==> src/rtl/rf_pkg.sv <==
// Shared defaults and port-slice helpers for the pending-scoreboard register file.
package rf_pkg;

    localparam int W_DEF     = 32;
    localparam int AW_DEF    = 5;
    localparam int NREAD_DEF = 2;

    // Lowest bit of port k inside a flattened multi-port bus whose fields are `width` bits wide.
    function automatic int port_lo(input int k, input int width);
        return k * width;
    endfunction

endpackage

==> src/rtl/rf_pending_ctl.sv <==
// Per-register pending bits plus a registered population count.
// The count is kept consistent with the pending bits incrementally.
module rf_pending_ctl
    import rf_pkg::*;
#(
    parameter int AW = AW_DEF
) (
    input  logic              clk,
    input  logic              reset,
    input  logic              set_en_i,
    input  logic [AW-1:0]     set_idx_i,
    input  logic              clr_en_i,
    input  logic [AW-1:0]     clr_idx_i,
    output logic [2**AW-1:0]  pend_o,
    output logic [AW:0]       cnt_o
);

    localparam int N = 2 ** AW;

    logic [N-1:0] pend_q, pend_d;
    logic [AW:0]  cnt_q,  cnt_d;
    logic         inc, dec, same_reg;

    // NOTE: every combinational output gets a default first so no path can infer a latch.
    always_comb begin
        pend_d   = pend_q;
        same_reg = set_en_i && (set_idx_i == clr_idx_i);
        inc      = set_en_i && !pend_q[set_idx_i];
        // A reserve of the register being written marks a newer producer, so nothing is released.
        dec      = clr_en_i && pend_q[clr_idx_i] && !same_reg;
        if (clr_en_i) pend_d[clr_idx_i] = 1'b0;
        if (set_en_i) pend_d[set_idx_i] = 1'b1;
        cnt_d = cnt_q + (AW+1)'(inc) - (AW+1)'(dec);
    end

    // NOTE: state registers use non-blocking assignments so every flop samples pre-edge values.
    always_ff @(posedge clk or posedge reset) begin
        if (reset) begin
            pend_q <= '0;
            cnt_q  <= '0;
        end else begin
            pend_q <= pend_d;
            cnt_q  <= cnt_d;
        end
    end

    assign pend_o = pend_q;
    assign cnt_o  = cnt_q;

endmodule

==> src/rtl/rf_scoreboard.sv <==
// Multi-read register file with optional hardwired R0, write-to-read bypass
// and a pending scoreboard for stalling readers until writeback.
module rf_scoreboard
    import rf_pkg::*;
#(
    parameter int W       = W_DEF,
    parameter int AW      = AW_DEF,
    parameter int NREAD   = NREAD_DEF,
    parameter bit ZERO_R0 = 1'b1,
    parameter bit BYPASS  = 1'b1
) (
    input  logic                clk,
    input  logic                reset,
    input  logic [NREAD*AW-1:0] rn,
    output logic [NREAD*W-1:0]  rd,
    output logic [NREAD-1:0]    rd_ready,
    input  logic [AW-1:0]       wn,
    input  logic [W-1:0]        wd,
    input  logic                w,
    input  logic                res_en,
    input  logic [AW-1:0]       res_n,
    output logic [AW:0]         pend_cnt,
    output logic                any_pending
);

    localparam int N = 2 ** AW;

    logic [W-1:0] mem_q [N];
    logic [N-1:0] pend;
    logic         wr_en, rs_en;

    assign wr_en = w      && !(ZERO_R0 && (wn    == '0));
    assign rs_en = res_en && !(ZERO_R0 && (res_n == '0));

    // NOTE: the storage array is reset on purpose; a clear must return every register to 0.
    always_ff @(posedge clk or posedge reset) begin
        if (reset) begin
            for (int i = 0; i < N; i++) mem_q[i] <= '0;
        end else if (wr_en) begin
            mem_q[wn] <= wd;
        end
    end

    rf_pending_ctl #(.AW(AW)) u_pending (
        .clk       (clk),
        .reset     (reset),
        .set_en_i  (rs_en),
        .set_idx_i (res_n),
        .clr_en_i  (wr_en),
        .clr_idx_i (wn),
        .pend_o    (pend),
        .cnt_o     (pend_cnt)
    );

    assign any_pending = (pend_cnt != '0);

    for (genvar k = 0; k < NREAD; k++) begin : g_rd
        logic [AW-1:0] addr;
        logic          is_r0, hit;

        assign addr  = rn[port_lo(k, AW) +: AW];
        assign is_r0 = ZERO_R0 && (addr == '0);
        assign hit   = BYPASS && wr_en && (wn == addr);

        // Reset forces the idle view even if a write is being presented during the clear.
        assign rd[port_lo(k, W) +: W] = (reset || is_r0) ? '0 :
                                        hit              ? wd : mem_q[addr];
        assign rd_ready[k] = reset || is_r0 || hit || !pend[addr];
    end

endmodule

==> config.mk <==
export PLATFORM = sky130hd
export DESIGN_NAME = rf_scoreboard
export DESIGN_NICKNAME = d
export VERILOG_FILES = /design/src/rtl/rf_pkg.sv /design/src/rtl/rf_pending_ctl.sv /design/src/rtl/rf_scoreboard.sv
export SDC_FILE = /design/constraint.sdc
export NUM_CORES = 2
export LEC_CHECK = 0
export BUFFER_PORTS_ARGS = -buffer_cell sky130_fd_sc_hd__buf_4
export CAP_MARGIN = 5
export CORE_MARGIN = 1
export CORE_UTILIZATION = 66
export CTS_BUF_LIST = sky130_fd_sc_hd__clkbuf_2
export DETAILED_ROUTE_END_ITERATION = 10
export PLACE_DENSITY = 0.93
export SLEW_MARGIN = 20
export SYNTH_ARGS = -nofsm -noshare
export SYNTH_HDL_FRONTEND = slang
export SYNTH_HIERARCHICAL = 1
export SYNTH_SLANG_ARGS = --single-unit
==> constraint.sdc <==
create_clock -name clk -period 33 [get_ports clk]
set_input_delay 0 -clock clk [delete_from_list [all_inputs] [get_ports clk]]
set_output_delay 0 -clock clk [all_outputs]
set_load 0.05 [all_outputs]
==> flow_metrics.py <==
metrics = {
    "yosys": {
        "synth_nets": 3971,
        "synthCells": 3908,
        "synth-edff-count": 0,
        "yosys.cell_types.count": 60,
        "synth.avg_cell_area_um2": 14.7,
        "synth_top_area_share_pct": 46.2,
        "netlist_area_mm2": 0.0576,
        "yosysSeqAreaShare_pct": 46.2,
        "synth_top_flop_cell": "dfrtp_1",
        "yosysWarnings": 6,
        "post-synth-top-area-cell": "dfrtp_1",
        "synth_seq_cells": 1062,
        "synth_top_cells_by_area": "dfrtp_1 46%, mux2_2 19%, mux4_2 19%",
        "synth_async_sr_flop_share_pct": 100,
    },
    "placed_design": {
        "gp_congestion": 0.867,
        "dp.cells": 4813,
        "dp.final_hpwl_mm": 95.6,
        "port_buffers": 128,
    },
    "clock_tree": {
        "clock-sinks": 1062,
        "tritoncts": "done",
        "path_clk_slew_ns": 0.09,
        "worstSkewPairLatency_ns": 1.51,
        "cts_max_path_buffers": 4,
        "numCtsBuffers": 281,
        "htreeDepth": 5,
        "root_buffer": "clkbuf_2",
    },
    "critical_path": {
        "path_class": "in -> out",
        "crit_path_frequent_cell": "buf_4",
        "ff2ff_path_depth": 12,
        "crit_required_ns": 33.00,
        "crit_cells": 10,
        "critPathLaunchType": "input port",
        "cpMaxStageDelayCell": "nor3_4",
        "cp_max_fo": 21,
        "cp_num_buf_inv": 5,
        "critical_path.max_stage_delay_ns": 0.97,
        "cp-end-kind": "output port",
        "path_delay_family": "buffers and inverters",
        "cp.arrival_ns": 4.47,
        "cp_cell_sequence": "dlygate4sd3_1 -> dlygate4sd3_1 -> buf_4 -> or3_4 -> o311a_1 -> and2_2 -> buf_4 -> nor3_4 -> a221o_1 -> buf_4",
    },
    "floorplanning": {
        "fp.dieW_um": 297,
        "core.rowCount": 107,
        "pin_count": 129,
        "start_util_pct": 67.1,
        "dieArea_mm2": 0.0884,
        "die_y_um": 297,
        "core_mm2": 0.0858,
    },
    "worst_hold_path": {
        "holdPathStages": 9,
        "hp-class": "in -> reg",
    },
    "finish": {
        "area_growth_syn_to_layout_pct": 8.66,
        "final_nets": 4152,
        "drive_above_1_share_pct": 50.7,
        "instances_no_fill": 5411,
    },
    "timing": {
        "hold_viol_final": 0,
        "slew_violations": 0,
        "slew_headroom_pct": 20.8,
        "clock.fmax_ghz": 0.224,
        "finalCritPeriodShare_pct": 13.5,
        "rsz0062_at_grt": "false",
        "finalSetupViolCount": 0,
        "worst_pin_slew_ns": 1.18,
        "timing.setup.tns_ns": 0,
        "clock_skew_ns": 0.0282,
        "min_period_ns": 4.47,
    },
    "outcome": {
        "status": "completed",
    },
    "route": {
        "firstDrtPassIters": 10,
        "drt-total-wl_mm": 180,
        "via_per_inst": 7.76,
        "drc": 0,
        "num_vias": 41965,
        "wl_per_cell_um": 33.3,
        "antenna_left": 0,
        "drtIter0Drc": 5896,
    },
    "pwr": {
        "netSwitchingFraction_pct": 32.7,
        "power_density_mw_per_mm2": 57.0,
        "power_frac_comb_pct": 25.0,
        "p_total_mw": 3.57,
        "intPower_mw": 2.40,
        "leakagePower_nw": 27.5,
        "power_frac_seq_pct": 49.3,
        "vdd_drop_max_uv": 68.5,
        "p_clk_share_pct": 25.7,
        "power.switching_mw": 1.16,
    },
    "run": {
        "maxCapViolCount": 0,
    },
    "global_routing": {
        "grt_pass1_wl_mm": 274,
        "antenna_found_initial": 5,
        "grt_overflow": 0,
        "grt_usage_pct": 41.5,
        "first_global_vias": 44396,
        "grt_max_degree": 129,
    },
}
[metrics by stage]
step	hold WS, ns	area, um2	setup WS (ns)	utilization [%]
3_3_place_gp	0.220	58800	29.00	68.5
2_1_floorplan	0.152	57600	4.14	-
3_5_place_dp	0.225	58800	28.92	68.5
5_1_grt	0.242	62500	28.16	72.9
4_1_cts	0.0940	62500	28.75	72.8
6_report	0.212	62500	28.53	72.9
[what timing repair did]
action                    4_1_cts  5_1_grt
hold buffers                  134        3
hold endpoints to repair     1374       93
buffers inserted                0        0
resized for setup               0        0
[power groups by stage]
| stage | combinational [mW] | sequential [mW] | clock (mW) |
|---|---|---|---|
| 2_1_floorplan | 0.674 | 1.71 | 0 |
| 3_3_place_gp | 0.809 | 1.74 | 0 |
| 3_5_place_dp | 0.847 | 1.77 | 0 |
| 4_1_cts | 0.869 | 1.74 | 0.909 |
| 5_1_grt | 0.936 | 1.79 | 0.981 |
| 6_report | 0.891 | 1.76 | 0.915 |
[layout by cell type, fill, tap and decap left out, types with 25 or more instances in the layout]
| cell type | instances |
|---|---|
| a211oi_1 | 25 |
| a21oi_1 | 69 |
| a221o_1 | 40 |
| a221oi_1 | 62 |
| a22oi_1 | 165 |
| buf_4 | 204 |
| clkbuf_2 | 381 |
| clkinv_1 | 49 |
| dfrtp_1 | 1062 |
| dlygate4sd3_1 | 133 |
| mux2_2 | 989 |
| mux2i_1 | 163 |
| mux4_2 | 493 |
| nand2_1 | 30 |
| nor2_1 | 43 |
| nor3_1 | 28 |
| o21ai_0 | 85 |
[final timing paths]
kind / start / endpoint / slack [ns]
setup / recovery: wn[2] / rd[29] / 28.53
max in group asynchronous: reset / mem_q[402] / 28.79
min in group asynchronous: reset / mem_q[630] / 0.43
hold / removal: res_n[0] / u_pending/cnt_o[0] / 0.21
hold reg to reg: mem_q[1013] / mem_q[1013] / 0.40
setup reg to reg: u_pending/pend_o[29] / u_pending/cnt_o[4] / 29.77
[flip-flops by register name, summed over array words and instances, names as in the netlist]
register and flops:
u_pending/pend_o 32, mem_q 1024, u_pending/cnt_o 6
[cells in the mapped netlist, types with 6 or more instances]
cell type	count
dfrtp_1	1062
mux2_2	989
mux4_2	493
clkbuf_1	235
a22oi_1	165
mux2i_1	163
buf_2	145
o21ai_0	85
a21oi_1	69
a221oi_1	62
nor2_1	59
nand2_1	46
a221o_1	40
buf_1	38
nor3_1	28
a211oi_1	25
o21bai_1	21
buf_4	20
nand3_1	16
xnor2_1	15
nand3b_1	14
buf_6	13
inv_1	10
nand2b_1	10
nor2b_1	10
or3b_2	7
ha_1	6
[layout make-up]
cell class / count / area (um2)
clock buffer: 381 / 1910
clock inverter: 68 / 425
multi-input combinational: 2383 / 29100
sequential: 1062 / 26600
timing repair buffer: 349 / 3020
fill: 4821 / 23300
antenna: 12 / 30.0
inverter: 12 / 52.6
tap: 1144 / 1430
[cell families (layout without fill, tap and decap cells)]
family	after synthesis	count (layout)	synth area share [%]
buf+inv	463	810	3.64
other cells	0	12	0
simple gates	221	221	2.04
flops	1062	1062	46.2
mux	1652	1652	41.7
xor+xnor	20	20	0.304
compound gates	483	483	5.99
fa+ha+maj	7	7	0.165
[per-layer routing]
layer | vias to the layer above | global-route usage, % | part of all wire (%)
li1 | 15776 | - | -
met5 | - | 0 | 0.0061
met3 | 1237 | 17.1 | 15
met1 | 21068 | 50.0 | 32
met2 | 3882 | 60.2 | 44
met4 | 2 | 31.0 | 8.8
[worst register-to-register path: stages (launching register included)]
cell,delay (ns)
dfrtp_1,0.45
mux4_1,0.55
mux2_2,0.29
a22o_1,0.18
a211o_1,0.32
ha_1,0.28
inv_1,0.04
ha_1,0.20
fa_1,0.40
a21oi_1,0.15
nor2_1,0.05
nor2_1,0.13
xnor2_1,0.13
Note: power is estimated with default switching activity, not from simulation.
